<file path="src/rtl/apb_master_pkg.sv">
// Shared types for the APB requester: FSM state encoding, response record and timer sizing.
package apb_master_pkg;

    localparam int unsigned APB_DATA_WIDTH = 32;
    localparam int unsigned APB_ADDR_WIDTH = 32;

    typedef enum logic [1:0] {
        IDLE,
        SETUP,
        ACCESS,
        RESP
    } apb_mst_state_e;

    typedef struct packed {
        logic [APB_DATA_WIDTH-1:0] rdata;
        logic                      error;
        logic                      timeout;
    } apb_rsp_t;

    // A zero-cycle timeout still needs a 1-bit counter to keep the vector legal.
    function automatic int unsigned timer_width(input int unsigned cycles);
        return (cycles == 0) ? 1 : $clog2(cycles + 1);
    endfunction

endpackage

</file>
<file path="src/rtl/apb_wait_timer.sv">
// Saturating ACCESS-phase wait counter; flags the enabled step that reaches the limit.
module apb_wait_timer
    import apb_master_pkg::*;
#(
    parameter int unsigned TIMEOUT_CYCLES = 16
) (
    input  logic clk,
    input  logic rst_n,
    input  logic clr,
    input  logic en,
    output logic expired
);

    localparam int unsigned CW = timer_width(TIMEOUT_CYCLES);
    localparam logic [CW-1:0] LIMIT = CW'(TIMEOUT_CYCLES);
    localparam logic [CW-1:0] LAST  = CW'((TIMEOUT_CYCLES == 0) ? 0 : TIMEOUT_CYCLES - 1);

    logic [CW-1:0] count_q;

    always_ff @(posedge clk or negedge rst_n) begin
        if (!rst_n) begin
            count_q <= '0;
        end else if (clr) begin
            count_q <= '0;
        end else if (en && (count_q != LIMIT)) begin
            count_q <= count_q + 1'b1;
        end
    end

    // Asserted on the wait cycle whose increment would make the count equal the limit.
    assign expired = (TIMEOUT_CYCLES != 0) && en && (count_q == LAST);

endmodule

</file>
<file path="src/rtl/apb_master_bridge.sv">
// APB requester: one valid/ready command in, one SETUP+ACCESS transfer, one response out.
module apb_master_bridge
    import apb_master_pkg::*;
#(
    parameter int unsigned DATA_WIDTH     = APB_DATA_WIDTH,
    parameter int unsigned ADDR_WIDTH     = APB_ADDR_WIDTH,
    parameter int unsigned TIMEOUT_CYCLES = 16
) (
    input  logic                  PCLK,
    input  logic                  PRESETn,
    input  logic                  cmd_valid,
    output logic                  cmd_ready,
    input  logic                  cmd_write,
    input  logic [ADDR_WIDTH-1:0] cmd_addr,
    input  logic [DATA_WIDTH-1:0] cmd_wdata,
    output logic                  rsp_valid,
    input  logic                  rsp_ready,
    output logic [DATA_WIDTH-1:0] rsp_rdata,
    output logic                  rsp_error,
    output logic                  rsp_timeout,
    output logic                  PSELx,
    output logic                  PENABLE,
    output logic                  PWRITE,
    output logic [ADDR_WIDTH-1:0] PADDR,
    output logic [DATA_WIDTH-1:0] PWDATA,
    input  logic [DATA_WIDTH-1:0] PRDATA,
    input  logic                  PREADY,
    input  logic                  PSLVERR
);

    apb_mst_state_e state_q;
    apb_rsp_t       rsp_q;
    logic           timer_en;
    logic           timer_clr;
    logic           timer_expired;

    assign timer_en  = (state_q == ACCESS) && !PREADY;
    assign timer_clr = (state_q != ACCESS);

    apb_wait_timer #(
        .TIMEOUT_CYCLES (TIMEOUT_CYCLES)
    ) u_wait_timer (
        .clk     (PCLK),
        .rst_n   (PRESETn),
        .clr     (timer_clr),
        .en      (timer_en),
        .expired (timer_expired)
    );

    always_ff @(posedge PCLK or negedge PRESETn) begin
        if (!PRESETn) begin
            state_q   <= IDLE;
            cmd_ready <= 1'b1;
            PSELx     <= 1'b0;
            PENABLE   <= 1'b0;
            PWRITE    <= 1'b0;
            PADDR     <= '0;
            PWDATA    <= '0;
            rsp_valid <= 1'b0;
            rsp_q     <= '0;
        end else begin
            unique case (state_q)
                IDLE: begin
                    if (cmd_valid) begin
                        PWRITE    <= cmd_write;
                        PADDR     <= cmd_addr;
                        PWDATA    <= cmd_wdata;
                        cmd_ready <= 1'b0;
                        PSELx     <= 1'b1;
                        state_q   <= SETUP;
                    end
                end
                SETUP: begin
                    PENABLE <= 1'b1;
                    state_q <= ACCESS;
                end
                ACCESS: begin
                    // PREADY takes priority over a timeout expiring on the same edge.
                    if (PREADY) begin
                        rsp_q <= '{rdata:   PWRITE ? '0 : APB_DATA_WIDTH'(PRDATA),
                                   error:   PSLVERR,
                                   timeout: 1'b0};
                    end else if (timer_expired) begin
                        rsp_q <= '{rdata: '0, error: 1'b1, timeout: 1'b1};
                    end
                    if (PREADY || timer_expired) begin
                        PSELx     <= 1'b0;
                        PENABLE   <= 1'b0;
                        rsp_valid <= 1'b1;
                        state_q   <= RESP;
                    end
                end
                RESP: begin
                    if (rsp_ready) begin
                        rsp_valid <= 1'b0;
                        cmd_ready <= 1'b1;
                        state_q   <= IDLE;
                    end
                end
            endcase
        end
    end

    assign rsp_rdata   = rsp_q.rdata[DATA_WIDTH-1:0];
    assign rsp_error   = rsp_q.error;
    assign rsp_timeout = rsp_q.timeout;

endmodule

</file>
<file path="config.mk">
export PLATFORM = sky130hd
export DESIGN_NAME = apb_master_bridge
export DESIGN_NICKNAME = d
export VERILOG_FILES = /design/src/rtl/apb_master_pkg.sv /design/src/rtl/apb_wait_timer.sv /design/src/rtl/apb_master_bridge.sv
export SDC_FILE = /design/constraint.sdc
export NUM_CORES = 1
export LEC_CHECK = 0
export BUFFER_PORTS_ARGS = -buffer_cell sky130_fd_sc_hd__buf_4
export CORE_MARGIN = 3
export CORE_UTILIZATION = 40
export CTS_CLUSTER_SIZE = 30
export DETAILED_ROUTE_END_ITERATION = 8
export PLACE_DENSITY_LB_ADDON = 0.3
export SYNTH_ARGS = -nofsm -noshare
export SYNTH_HDL_FRONTEND = slang
export SYNTH_SLANG_ARGS = --single-unit
</file>
<file path="constraint.sdc">
create_clock -name PCLK -period 2.1 [get_ports PCLK]
set_input_delay 0.105 -clock PCLK [delete_from_list [all_inputs] [get_ports PCLK]]
set_output_delay 0.105 -clock PCLK [all_outputs]
set_load 0.02 [all_outputs]
</file>
Word-level counts from Yosys, hierarchy flattened:

Index checks and enable logic that the tools add are counted.

* register bits after elaboration: 110
* output and inout bits: 103

* eq/ne operators: 9
* $add $sub $neg: 1
* reduce and logical (&&, ||, !) cells: 19
* multiplexer cells: 19

Operator list (number)
* two-way mux 34 bit: 2
* two-way mux 32 bit: 1
* AND reduction 3 bit: 4
* nonzero test 2 bit: 6
* two-way mux 5 bit: 2
* case mux 1 bit (2 select lines): 4
* case mux 2 bit (4 select lines): 1
* two-way mux 1 bit: 6
* two-way mux 2 bit: 3
* inequality test 2 bit, second input constant: 3
* AND reduction 2 bit: 3
* adder 5 x 1 -> 5 bit, second input constant: 1
* equality test 5 x 4 -> 1 bit, second input constant: 1
* inequality test 5 bit, second input constant: 1
* equality test 2 bit, second input constant: 2
* logical AND 1 bit: 3
* equality test 2 x 1 -> 1 bit, second input constant: 1
* logical NOT 2 bit: 1
* inequality test 2 x 1 -> 1 bit, second input constant: 1
* logical NOT 1 bit: 1
* logical OR 1 bit: 1

Longest topological paths before layout:

Gate-level depths: netlist (run 1).

* depth after elaboration: 6
* gate-level depth with buffers: 8
* mapped depth without buffers: 6

By module:

From an unflattened synthesis (run 1), not the netlist that was laid out.

* cells, all modules: 350
* area, all modules: 4598.2 um2

Modules (own cells, without submodules)
* apb_master_bridge: seq. area each 2628.8 um2, times used 1, cells an instance 320, area each 4301.6 um2
* apb_wait_timer: seq. area each 125.1 um2, times used 1, cells an instance 30, area each 296.5 um2

Least setup slack after synthesis (run 1):

Ideal clock, no wire load.

* path kind: flip-flop to flip-flop
* start point: register u_wait_timer.count_q[0]
* end point: register state_q[1]
* required time: 1.972 ns
* stages on the path, launching flop included: 7
* arrival time: 1.543 ns
* setup slack: 0.430 ns
* path buffers: 0
* period minus slack after synthesis: 1.670 ns
* setup time: 0.128 ns
* path through: dfrtp_1 -> ha_1 -> and3_1 -> ha_1 -> nor2_1 -> a211oi_2 -> mux2_1

* cells in the longest elaborated chain, start to end: 5

Ends and longest elaborated chain
* start, declared: RTL line apb_wait_timer.sv:18 `logic [CW-1:0] count_q;`
* start signal, assigned: RTL line apb_wait_timer.sv:26 `count_q <= count_q + 1'b1;`
* equality test 5 x 4 -> 1 bit: RTL line apb_wait_timer.sv:31 `assign expired = (TIMEOUT_CYCLES != 0) && en && (count_q == LAST);`
* logical AND 1 bit: RTL line apb_wait_timer.sv:31
* logical OR 1 bit: RTL line apb_master_bridge.sv:86 `if (PREADY || timer_expired) begin`
* inequality test 2 x 1 -> 1 bit (no line)
* AND reduction 3 bit (no line)
* end signal, assigned: RTL line apb_master_bridge.sv:75 `state_q <= ACCESS;`
* end signal, assigned: RTL line apb_master_bridge.sv:90 `state_q <= RESP;`
* end signal, assigned: RTL line apb_master_bridge.sv:97 `state_q <= IDLE;`
* end, declared: RTL line apb_master_bridge.sv:31 `apb_mst_state_e state_q;`

Every way passes these cells.
A chain may end at the register's enable or synchronous reset.

Final worst setup path (run 1):

Ends and elaborated chain as after synthesis.

==> results.txt, run 1 <==
The run finished with clean final reports. The cell taking the most area after synthesis is sky130_fd_sc_hd__dfrtp_1. The floorplan step defined a die boundary enclosing 12760 sq um. For this run, design rule violations remaining after detail routing come to 0.

The final standard cell utilization of the core came out at 68.14%. The fraction of the mapped netlist area in adder cells is 1.641%. The arrival time of data at the critical path endpoint is 2.10 ns. The routed via count is 3641. Summed over all cells, the static leakage comes to 3.720 nW.

The global-route wire length before repair is 19.98 mm. The highest clock frequency the design can meet is 535.8 MHz. The number of vias per cell after detailed routing is 4.615. The length of the first detailed-routing pass in iterations is 4. The final count of pins violating max slew came out at 0. Entering global routing, the biggest net connects 111 pins. The slowest stage of the critical path is the sky130_fd_sc_hd__dfrtp_1 cell. The number of buffers inserted during clock tree synthesis is 9.

STA classifies the critical path endpoint as a register. The clock slew seen by the registers of the worst setup and hold paths is 0.07 ns. The final number of hold-violating endpoints came out at 0. The critical path's largest stage delay came out at 0.42 ns. The number of cells in the finished layout apart from fillers is 789. Setup repair after global routing left no endpoint under its margin. The critical path goes through ha_1 -> and3_1 -> ha_1 -> nor2_1 -> a211oi_2 -> mux2_1. The capture point of the worst path is state_q[1].

The logic depth of the worst register-to-register path came out at 6. The total global routing track utilization came out at 19.42%. The die is 113.0 um tall.

The net count of the mapped netlist is 456. Of the cells placed in the final design, the portion with a size suffix greater than 1 is 45.92%. The path class of the lowest-slack min-delay path is in -> reg. The number of antenna violations at the first check in global routing is 0. By instance count, the leading cell after synthesis is sky130_fd_sc_hd__dfrtp_1. The worst setup path is launched from a register.

The residual overflow from global routing came out at 0. Ranked by instance count, the synthesized netlist is headed by sky130_fd_sc_hd__dfrtp_1, sky130_fd_sc_hd__nand2_1, sky130_fd_sc_hd__mux2_4. Across the VDD grid, the largest voltage drop is 1.212 mV.

The internal reg-to-reg setup slack is 0.23 ns. The number of distinct standard cells referenced by the synthesized netlist is 32. The worst register-to-register path ends at state_q[1]. The critical path's top delay family is adder cells. The level count of the clock H-tree is 3. The average cell area after synthesis is 13.19 sq um. The startpoint of the most critical setup path is u_wait_timer.count_q[0].

The total of flip-flops plus latches after synthesis is 110. The basic-gate share of the synthesized area counting and, or, nand and nor cells came out at 7.055%. Once the floorplan was initialized, standard cells occupied 41.48% of the core. The highest fanout seen on the critical path is 5.

Measured against the total synthesized area, the mux share comes to 20.10%. The startpoint identified for the worst register-to-register timing path is u_wait_timer.count_q[0]. For met2 alone, demand over resource in global routing was 35.23%.

The weighted congestion reported at the end of routability-driven placement came out at 0.7338. Input and output buffers added on the ports amount to 205. The met1 usage in global routing is 22.68%. met2 is the most crowded layer. The buffer levels on the longest clock path came out at 2.

The final setup violation count came out at 0. The accumulated negative setup slack is 0 ns. The shortest clock period the worst path allows after layout came out at 1.866 ns. In the final layout, the multi-input gates occupy 1655 sq um.

In the post-synthesis netlist, the biggest area contributors are sky130_fd_sc_hd__dfrtp_1, sky130_fd_sc_hd__mux2_4, sky130_fd_sc_hd__mux2_2, sky130_fd_sc_hd__nand2_1, sky130_fd_sc_hd__o21ai_1. The worst setup path is of the reg -> reg kind. The share of flip-flops with an asynchronous set or reset after synthesis is 100.0%. The final-stage net count is 753.

The placeable core region is 11030 sq um. The synthesis-to-finish area growth came out at 64.26%. CTS placed an instance of sky130_fd_sc_hd__clkbuf_16 at the clock tree root. The half-perimeter wire length after detailed placement came out at 7.665 mm.

Counting the fill cells in the layout gives 794. The final layout contains routed wiring with a total length of 12.00 mm. Measured against its own limit, the worst slew margin works out to 60.27%. Counting tap cells, the placed design contains a total of 678 instances. The count of warnings emitted by yosys came out at 0. By area, the combinational part of the netlist is dominated by multiplexers. The clock tree from TritonCTS is done. The worst clock skew on the final layout is 0.006844 ns.

The compound-gate portion of the synthesized area is 6.809%. For the pin with the worst max-slew slack, the measured transition is 0.5960 ns. The mapped netlist covers 4576 sq um.

The post-cts resize count is 0. The share of the synthesized netlist area taken by xor and xnor gates came out at 0.1914%. The area share of the largest cell type after synthesis is 59.61%. The detail route stage leaves a number of antenna-violating nets equal to 0. The die outline width is 113.0 um. For this run, global-route usage on met3 was measured as 6.524%. The number of sinks driven by the clock tree is 110. The clock latency of the later-clocked register in the worst-skew pair is 0.35 ns. The total power density per cell area is 1465 nW/um^2. The required time of the critical path is 2.33 ns. The most frequent cell on the critical path is sky130_fd_sc_hd__ha_1. Buffers inserted to repair hold after CTS numbered 95.

The average routed wire per standard cell came out at 15.21 um. The area occupied by registers came out at 2754 sq um. The number of logic stages on the critical path including buffering came out at 6. Across the run, the number of max-cap violations was 0.

The number of top-level pins came out at 206. The number of buffers and inverters on the critical path is 0. The post-CTS setup repair buffer count is 0. The count of flip-flops with a built-in enable after synthesis came out at 0. The number of global-route vias before repair is 3997.

The DRC marker count from the first detailed-route iteration came out at 163. The smallest hold slack is 0.009723 ns. The post-synthesis cell count came out at 347.

Of the available clock period, the critical path in the final layout requires 88.87%. The part of the Yosys area used for sequential elements came out at 60.19%. The antenna cell count came out at 0. The number of standard-cell rows in the floorplan is 38. In the synthesized netlist the dominant register cell turns out to be sky130_fd_sc_hd__dfrtp_1.
## power by group
group          switching, mW  internal (mW)  total (mW)  leakage [nW]
Combinational           2.71           2.71        5.42          2.20
Clock                  0.751           1.08        1.83         0.160
Sequential             0.603           3.15        3.76          1.36
## logic make-up after synthesis
family          Yosys count
flops                   110
compound gates           51
buf+inv                  29
xor+xnor                  1
mux                      69
simple gates             81
fa+ha+maj                 6
## placed cells by master (no fill, tap or decap), types with 3 or more instances in the layout
| cell type | synthesis | layout |
|---|---|---|
| sky130_fd_sc_hd__dlygate4sd3_1 | 0 | 95 |
| sky130_fd_sc_hd__dfrtp_1 | 109 | 109 |
| sky130_fd_sc_hd__inv_1 | 8 | 8 |
| sky130_fd_sc_hd__a21oi_1 | 7 | 7 |
| sky130_fd_sc_hd__nor2_1 | 4 | 4 |
| sky130_fd_sc_hd__o21ai_1 | 32 | 32 |
| sky130_fd_sc_hd__ha_1 | 6 | 6 |
| sky130_fd_sc_hd__nand2_1 | 69 | 68 |
| sky130_fd_sc_hd__buf_4 | 9 | 208 |
| sky130_fd_sc_hd__mux2_2 | 26 | 26 |
| sky130_fd_sc_hd__clkbuf_16 | 0 | 9 |
| sky130_fd_sc_hd__nor2b_1 | 4 | 3 |
| sky130_fd_sc_hd__o21ai_0 | 3 | 3 |
| sky130_fd_sc_hd__buf_12 | 0 | 3 |
| sky130_fd_sc_hd__mux2_4 | 39 | 39 |
| sky130_fd_sc_hd__mux2i_1 | 3 | 3 |
## worst register-to-register path, delay by kind of cell, from the launching register on
family	cells	cell delay [ns]
adder cells (fa/ha/maj)	2	0.47
flip-flops	1	0.42
multiplexers	1	0.34
AO/OA/AOI/OAI	1	0.26
AND/OR/NAND/NOR	2	0.26
## sequential cells by signal, indices dropped and copies added, names as in the netlist, 2 cells and up
register and count:
PADDR 32, rsp_rdata 32, PWDATA 32, state_q 2, u_wait_timer.count_q 5
## layout make-up
| cell class | count | share of cell area, % |
|---|---|---|
| clock buffers | 11 | 3.230 |
| clock inverters | 5 | 1.099 |
| inverters | 9 | 0.4495 |
| multi-input cells | 208 | 22.02 |
| flip-flops and latches | 110 | 36.64 |
| well taps | 140 | 2.331 |
| repair buffers | 306 | 34.23 |
## per-layer routing
metal  up-vias  wire, um
li1       1763         -
met1      1753      4643
met2       116      6465
met3         9       775
met4         0       115
met5         -         0
## how the worst min path moves through the flow
| stage | startpoint | endpoint | cells past startpoint |
|---|---|---|---|
| 4_1_cts | PRDATA[19] | rsp_rdata[19] | 3 |
| 3_5_place_dp | PRESETn | PSELx | 2 |
| 3_3_place_gp | PRESETn | PWDATA[5] | 2 |
| 5_1_grt | PRDATA[3] | rsp_rdata[3] | 3 |
| 6_report | PRDATA[19] | rsp_rdata[19] | 3 |
| 2_1_floorplan | PRESETn | PADDR[0] | 0 |
## stage by stage
| step | setup WS [ns] | cell area (sq um) | power, mW |
|---|---|---|---|
| floorplan | 0.4299 | 4576 | 6.871 |
| global placement | 0.2941 | 6240 | 8.937 |
| detailed placement | 0.2431 | 6240 | 9.079 |
| CTS | 0.2194 | 7516 | 11.09 |
| global route | 0.1051 | 7516 | 11.67 |
| finish | 0.2337 | 7516 | 11.01 |
Note: power is estimated with default switching activity, not from simulation.
==> run 2, diff against run 1 <==
--- a/config.mk
+++ b/config.mk
@@ -6,11 +6,12 @@
 export NUM_CORES = 1
 export LEC_CHECK = 0
 export BUFFER_PORTS_ARGS = -buffer_cell sky130_fd_sc_hd__buf_4
-export CORE_MARGIN = 3
 export CORE_UTILIZATION = 40
 export CTS_CLUSTER_SIZE = 30
 export DETAILED_ROUTE_END_ITERATION = 8
 export PLACE_DENSITY_LB_ADDON = 0.3
+export RECOVER_POWER = 25
+export SKIP_CTS_REPAIR_TIMING = 1
 export SYNTH_ARGS = -nofsm -noshare
 export SYNTH_HDL_FRONTEND = slang
 export SYNTH_SLANG_ARGS = --single-unit
==> run 2 against run 1 <==
  * The flow now finishes with violations (hold timing)
  * Routed wire length fell by 4.5%
  * Critical path depth did not move
  * Clock power fell by 14%
  * Sequential share of layout area rose by 0.80 points
  * Global-route usage fell by 2.5 points
  * Final cell count fell by 1.3%
  * Via count fell by 0.36%
  * Sequential cell count did not move
  * Highest routed layer unchanged
==> results.txt, run 2 (same netlist as run 1, synthesis figures left out) <==
The area enclosed by the die boundary came out at 11870 sq um. The count of buffers added on input and output ports is 205. The beginning of the worst hold path is PRDATA[26]. The height of the chip came out at 109.0 um. The number of violations of the max-capacitance limit is 0. The most common library cell in the layout ignoring fill and taps is sky130_fd_sc_hd__buf_4. At the worst endpoint, the required time is 2.33 ns. The cell internal power dissipation is 6.676 mW.

The clock group share of total power is 14.6%. The clock tree from TritonCTS is done. On the final layout, the worst hold slack is -0.01249 ns.

The global-route wire length before repair came out at 15.29 mm. Entering global routing, the biggest net connects 65 pins. The synthesis-to-finish area growth came out at 60.73%. The initial core utilization came out at 41.66%.

After detailed routing, the average wire length per cell comes to 14.70 um. The DRC marker count from the first detailed-route iteration is 114. The accumulated negative setup slack came out at 0 ns. The checks that failed: hold timing.

The clock reaches the later pin of the worst-skew pair after 0.35 ns. In this run the worst hold path is classified as in -> reg. The antenna cell count came out at 0. The critical path is of the reg -> reg type. The worst register-to-register path ends at state_q[1]. In this run the critical register-to-register path is launched from u_wait_timer.count_q[0]. Static timing analysis puts the maximum clock frequency at 523.1 MHz. The final count of pins violating max slew was 0. The worst setup path is captured at a register.

The half-perimeter wire length after detailed placement came out at 7.486 mm. The run finished, with violations left. After detailed routing, the number of vias per cell comes to 4.657.

The logic depth of the worst register-to-register path is 6. The number of global-route vias before repair was 3253. The switching power is 4.057 mW. The number of nets with antenna violations after detailed routing is 0. The highest fanout seen on the critical path came out at 5. The number of standard-cell rows in the floorplan came out at 38. Routability-driven placement finished with a final weighted congestion of 0.7583. For this run the aggregate overflow at the end of global routing stands at 0. The clock slew seen by the registers of the worst setup and hold paths came out at 0.07 ns. The total global routing track utilization came out at 16.94%. The clock passes through at most 2 buffers. The static leakage came out at 3.656 nW. The placeable core region is 10980 sq um. The worst hold path cell count is 3.

The worst clock skew on the final layout is 0.006647 ns. Setup repair after global routing left no endpoint under its margin. The shortest clock period the worst path allows after layout came out at 1.912 ns. The tree built by TritonCTS fans out to 110 sinks. The final critical path takes up 91.04% of the cycle. Power spread over the standard cell area amounts to 1459 nW/um^2. Leaving out fill and tap cells, the most frequent cells in the layout are sky130_fd_sc_hd__buf_4, sky130_fd_sc_hd__dfrtp_1, sky130_fd_sc_hd__dlygate4sd3_1, sky130_fd_sc_hd__nand2_1, sky130_fd_sc_hd__mux2_4. The final setup violation count is 0. The number of top-level pins came out at 206. The worst setup path is launched from a register. Summing over every cut layer, the via total after detailed routing is 3628. The number of buffers inserted during clock tree synthesis is 9. The final number of hold-violating endpoints came out at 4. The internal reg-to-reg setup slack came out at 0.19 ns.

The maximum resistive drop on vdd came out at 1.095 mV. In this run switching power makes up 37.80% of total power. In the final design database the tool counted 743 nets.

The number of antenna violations at the first check in global routing is 0. The arrival time of data at the critical path endpoint came out at 2.15 ns. The tree is rooted in a sky130_fd_sc_hd__clkbuf_16. In the routed design, unresolved DRC markers number 0.

The pre-antenna-repair detailed-routing pass consisted of 4 iterations. The relative contribution of combinational cells to total power came out at 50.4%. The level count of the clock H-tree is 3. In this run the tightest slew margin relative to its limit is 46.54%. For the pin with the worst max-slew slack, the measured transition is 0.8020 ns. The routed wire length came out at 11.46 mm.

Per report_power, the sequential group accounts for 35.0% of the total. The die outline width is 109.0 um. For hold timing, the worst endpoint is rsp_rdata[26]. The proportion of layout cells with a drive suffix above 1 came out at 47.26%.
==> run 2: per-layer routing <==
metal / vias to the layer above / routed length (um) / share of wire [%] / GRT usage [%]
li1: 1741 / - / - / -
met1: 1751 / 4472 / 39 / 19.05
met2: 123 / 6042 / 53 / 29.16
met3: 13 / 793 / 6.9 / 7.113
met4: 0 / 146 / 1.3 / 5.019
met5: - / 0 / 0 / 0
==> run 2: power groups by stage <==
stage / Clock [mW] / Sequential [mW] / Combinational [mW]
2_1_floorplan: 0 / 4.94 / 1.94
3_3_place_gp: 0 / 3.72 / 5.22
3_5_place_dp: 0 / 3.78 / 5.29
4_1_cts: 1.63 / 3.75 / 5.32
5_1_grt: 1.71 / 3.88 / 5.76
6_report: 1.57 / 3.76 / 5.41
==> run 2: worst max path at each step <==
stage	from	end	slack, ns	depth (start not counted)
final	u_wait_timer.count_q[0]	state_q[1]	0.19	6
after global placement	u_wait_timer.count_q[0]	state_q[1]	0.31	6
after floorplan	u_wait_timer.count_q[0]	state_q[1]	0.43	6
after detailed placement	u_wait_timer.count_q[0]	state_q[1]	0.21	6
after CTS	u_wait_timer.count_q[0]	state_q[1]	0.19	6
after global routing	u_wait_timer.count_q[0]	state_q[1]	0.10	6
==> run 2: worst max-delay path, cell delays in order (launching register included) <==
cell,delay [ns]
sky130_fd_sc_hd__dfrtp_1,0.41
sky130_fd_sc_hd__ha_1,0.21
sky130_fd_sc_hd__and3_1,0.16
sky130_fd_sc_hd__ha_1,0.28
sky130_fd_sc_hd__nor2_1,0.10
sky130_fd_sc_hd__a211oi_2,0.29
sky130_fd_sc_hd__mux2_1,0.34
==> run 2: through the flow <==
stage	setup slack, ns	area, sq um	power (mW)	utilization [%]	instances
after floorplan	0.4299	4576	6.871	-	347
after global placement	0.3053	6275	8.937	57.13	681
after detailed placement	0.2097	6275	9.071	57.13	681
after CTS	0.1910	6549	10.70	59.63	697
after global routing	0.1029	7355	11.35	66.96	779
final	0.1882	7355	10.73	66.96	779
==> run 2: layout make-up <==
class                   instances  area, sq um
inverters                       9        33.78
clock buffers                   9        225.2
multi-input cells             208         1655
clock inverters                 7        48.80
repair buffers                296         2462
fillers                       821         3628
well taps                     140        175.2
flip-flops and latches        110         2754
